File: src/rtl/writeback_arbiter.sv
`default_nettype none
// ============================================================================
//  Module      : writeback_arbiter
//  Description : Merges N_SRC execution-unit result streams into the single
//                register-file write port, one write per cycle, and keeps a
//                pending-write scoreboard that decode queries for RAW hazards.
//  Revision    : 1.0  initial release
// ============================================================================
module writeback_arbiter #(
  parameter int N_SRC     = 3,
  parameter bit RR_ENABLE = 1'b1
) (
  input  logic                  clk,
  input  logic                  reset_n,
  input  logic [N_SRC-1:0]      src_valid,
  output logic [N_SRC-1:0]      src_ready,
  input  logic [5*N_SRC-1:0]    src_rd,
  input  logic [32*N_SRC-1:0]   src_data,
  input  logic                  issue_valid,
  input  logic [4:0]            issue_rd,
  input  logic [4:0]            query_rs1,
  input  logic [4:0]            query_rs2,
  output logic                  rs1_busy,
  output logic                  rs2_busy,
  output logic                  reg_wren,
  output logic [4:0]            write_address,
  output logic [31:0]           write_data
);

  localparam int PTR_W = (N_SRC > 1) ? $clog2(N_SRC) : 1;

  logic [PTR_W-1:0] rr_ptr;
  logic [PTR_W-1:0] rr_next;
  logic [PTR_W-1:0] grant_idx;
  logic             grant_valid;
  logic             handshake;
  logic [4:0]       grant_rd;
  logic [31:0]      grant_data;
  logic [31:0]      busy;
  logic [31:0]      busy_next;

  // Pick one valid source: scan from rr_ptr (round robin) or from 0 (fixed priority)
  always_comb begin : arbitration
    int idx;
    idx         = 0;
    grant_valid = 1'b0;
    grant_idx   = '0;
    for (int k = 0; k < N_SRC; k++) begin
      if (RR_ENABLE) idx = (int'(rr_ptr) + k) % N_SRC;
      else           idx = k;
      if (!grant_valid && src_valid[idx]) begin
        grant_valid = 1'b1;
        grant_idx   = PTR_W'(idx);
      end
    end
    // Ready is suppressed during reset so no source believes it was accepted
    handshake  = grant_valid & reset_n;
    src_ready  = handshake ? (N_SRC'(1) << grant_idx) : '0;
    grant_rd   = src_rd[int'(grant_idx)*5 +: 5];
    grant_data = src_data[int'(grant_idx)*32 +: 32];
    rr_next    = (grant_idx == PTR_W'(N_SRC-1)) ? '0 : grant_idx + 1'b1;
  end

  // Scoreboard next state: clear the landing write first so a same-edge issue wins
  always_comb begin
    busy_next = busy;
    if (reg_wren) busy_next[write_address] = 1'b0;
    if (issue_valid && (issue_rd != 5'd0)) busy_next[issue_rd] = 1'b1;
    busy_next[0] = 1'b0;
  end

  // Write stage, round-robin pointer and scoreboard registers
  always_ff @(posedge clk or negedge reset_n) begin
    if (!reset_n) begin
      reg_wren      <= 1'b0;
      write_address <= 5'd0;
      write_data    <= 32'd0;
      rr_ptr        <= '0;
      busy          <= 32'd0;
    end else begin
      reg_wren <= handshake && (grant_rd != 5'd0);
      if (handshake) begin
        write_address <= grant_rd;
        write_data    <= grant_data;
        rr_ptr        <= rr_next;
      end
      busy <= busy_next;
    end
  end

  // Hazard query: plain lookup, no bypass from the landing write
  always_comb begin
    rs1_busy = busy[query_rs1];
    rs2_busy = busy[query_rs2];
  end

endmodule
`default_nettype wire

File: config.mk
export PLATFORM = sky130hd
export DESIGN_NAME = writeback_arbiter
export DESIGN_NICKNAME = d
export VERILOG_FILES = /design/src/rtl/writeback_arbiter.sv
export SDC_FILE = /design/constraint.sdc
export NUM_CORES = 1
export LEC_CHECK = 0
export ABC_AREA = 1
export CAP_MARGIN = 30
export CORE_MARGIN = 4
export CORE_UTILIZATION = 33
export DETAILED_ROUTE_END_ITERATION = 12
export PLACE_DENSITY_LB_ADDON = 0.1
export SLEW_MARGIN = 20
export SYNTH_ARGS = -nofsm -noshare
export SYNTH_HDL_FRONTEND = slang
export SYNTH_SLANG_ARGS = --single-unit
export TNS_END_PERCENT = 100
File: constraint.sdc
create_clock -name clk -period 2.9 [get_ports clk]
set_clock_uncertainty 0.15 [all_clocks]
set_input_delay 0.58 -clock clk [delete_from_list [all_inputs] [get_ports clk]]
set_output_delay 0.58 -clock clk [all_outputs]
set_load 0.01 [all_outputs]
==> flow_metrics.tcl <==
set metrics [dict create \
    yosys_register_bits 71 \
    fin_crit_sh_pct 97.3 \
    drive_above_1_share_pct 14.1 \
    grt_pass1_wl_um 23900 \
    grt_usage_pct 20.6 \
    antenna_cells 0 \
    clkSinkCount 71 \
    setup_tns_ns 0 \
    slew-limit-headroom_pct 43.4 \
    ys_seq_area_share_pct 42.1 \
    drt_iter0_drc 351 \
    ios 175 \
    clock-root-buffer "clkbuf_16" \
    hold_violations 0 \
    tightest_slew_ns 0.850 \
    die_h_um 121 \
    finalSetupViolCount 0 \
    globalRouteOverflowTotal 0 \
    synth_cell_types 30 \
    cp-start-kind "input port" \
    die_area_um2 14700 \
    synth_nets 675 \
    io_buffers 174 \
    nets 875 \
    p_leak_nw 2.77 \
    period_needed_ns 2.82 \
    pwr_density_cell_nw_per_um2 1160 \
    worstPathMaxFanout 5 \
    cts_tree "done" \
    dp_hpwl_um 11900 \
    avgSynthCellArea_um2 7.83 \
    place.gp.congestion 0.863 \
    initial_core_util_pct 33.6 \
    grt_pass1_vias 4661 \
    drt-vias-per-instance 5.12 \
    firstDrtPassIters 5 \
    antenna_found_initial 0 \
    die_x_um 121 \
    maxCapViolCount 0 \
    drt-total-wl_um 15300 \
    vdd_drop_max_mv 0.754 \
    max_freq_mhz 354 \
    outcome "finished, final reports clean" \
    rows 41 \
    critPathCaptureType "primary output" \
    cts_buffers 9 \
    maxSlewViolCount 0 \
    fin_util_pct 53.7 \
    grt_max_degree 68 \
    setup_slack_ns 0.0779 \
    drcViolationCount 0 \
    insertion_delay_ns 0.32 \
    crit_type "in2out" \
    clockBufferDepth 2 \
    hp-class "in2async" \
    synth_area_um2 4220 \
    syn_inst 539 \
    route.antenna.remaining_nets 0 \
    syn_to_final_growth_pct 59.9 \
    cts_max_level 3 \
    dp_slack_ns -0.374 \
    vias 4691 \
    ys_warn_count 0 \
    core-area_um2 12600 \
    cp.required_ns 2.17 \
    detail_route.wl_per_cell_um 16.7 \
    critPathArrivalTime_ns 2.09 \
    clkTransAtPathRegs_ns 0.05 \
]
-- metal layers --
| layer | vias to the layer above | part of all wire (%) | GRT usage, % |
|---|---|---|---|
| met3 | 16 | 9.7 | 7.88 |
| met5 | - | 0 | 0 |
| met2 | 172 | 49 | 34.4 |
| met4 | 0 | 1.9 | 6.80 |
| met1 | 2199 | 39 | 24.3 |
| li1 | 2304 | - | - |
-- path summary, 6_finish.rpt --
path,from,end,slack [ns],depth (start not counted)
worst max-delay path,src_valid[2],src_ready[2],0.08,10
worst min-delay path,reset_n,write_data[27],0.11,2
worst max register to register,rr_ptr[0],reg_wren,0.37,18
worst min register to register,write_data[8],write_data[8],0.37,2
max in group asynchronous,reset_n,rr_ptr[1],1.43,3
min in group clk,write_data[8],write_data[8],0.37,2
-- sequential cells by signal (all words and copies together) (netlist names) --
register       flops
write_address      5
reg_wren           1
write_data        32
rr_ptr             2
busy              31
-- placed cells by master, fill, tap and decap left out, types with 5 or more instances in the layout --
cell	n
a21oi_1	50
a22oi_1	23
a22oi_2	7
a31oi_1	15
buf_12	7
buf_2	6
buf_4	28
clkbuf_16	9
clkdlybuf4s50_1	163
dfrtp_1	70
inv_1	25
inv_2	8
nand2_1	53
nand2_2	5
nand3_1	44
nand3_2	7
nor2_1	70
o21ai_0	93
o21ai_1	11
-- layout make-up --
type	count	area, um2
well taps	172	215
inverters	38	155
fillers	1224	5820
flip-flops and latches	71	1780
multi-input cells	405	2210
clock buffers	13	260
repair buffers	214	2120
clock inverters	3	17.5
-- cells by family after synthesis --
logic type | synth area share, %
flip-flops | 42.1
buffers and inverters | 8.06
AO/OA/AOI/OAI | 28.9
AND/OR/NAND/NOR | 19.8
adder cells (fa/ha/maj) | 1.19
-- power breakdown --
part | internal, W | switching [W]
registers | 0.00149 | 0.000368
clock network | 0.000623 | 0.000397
logic | 0.00228 | 0.00268
total | 0.00440 | 0.00345
-- cells in the mapped netlist (all sizes together) --
| cell type | number | share of area [%] |
|---|---|---|
| ha | 4 | 1.2 |
| a21oi | 50 | 5.9 |
| dfrtp | 71 | 42 |
| clkbuf | 7 | 0.62 |
| inv | 37 | 3.4 |
| nor3 | 1 | 0.12 |
| o211ai | 4 | 0.71 |
| clkinv | 1 | 0.089 |
| a31oi | 15 | 2.2 |
| nor2 | 74 | 7.1 |
| o21ai | 105 | 12 |
| nand4 | 1 | 0.15 |
| o221ai | 4 | 0.83 |
| nand3 | 52 | 6.5 |
| nand2 | 61 | 5.9 |
| a22oi | 30 | 6.2 |
| buf | 18 | 3.9 |
| o22ai | 4 | 0.59 |
-- through the flow --
step	total power [W]	std cells	hold WS (ns)	instance area, um2
finish	0.00784	916	0.112	6750
global route	0.00847	916	0.122	6750
CTS	0.00774	914	0.113	6670
detailed placement	0.00664	896	0.359	6340
global placement	0.00659	896	0.351	6340
floorplan	0.00486	539	0.134	4220
-- critical path: stages --
cell and delay [ns]:
clkdlybuf4s50_1 0.49, inv_2 0.06, o21ai_4 0.18, nand2_4 0.10, nand3_4 0.11, nand3_2 0.11, nand2_4 0.11, inv_2 0.04
nor3_2 0.15, buf_2 0.15
-- what timing repair did --
item | CTS | global route
buffers inserted | 1 | 2
gates cloned | 1 | 0
gates resized for setup | 28 | 34
endpoints found under the setup margin | 5 | 5
hold buffers | 0 | 0
endpoints found under the hold margin | 0 | 0
pin swaps | 2 | 12
Power figures use the tool's default switching activity.
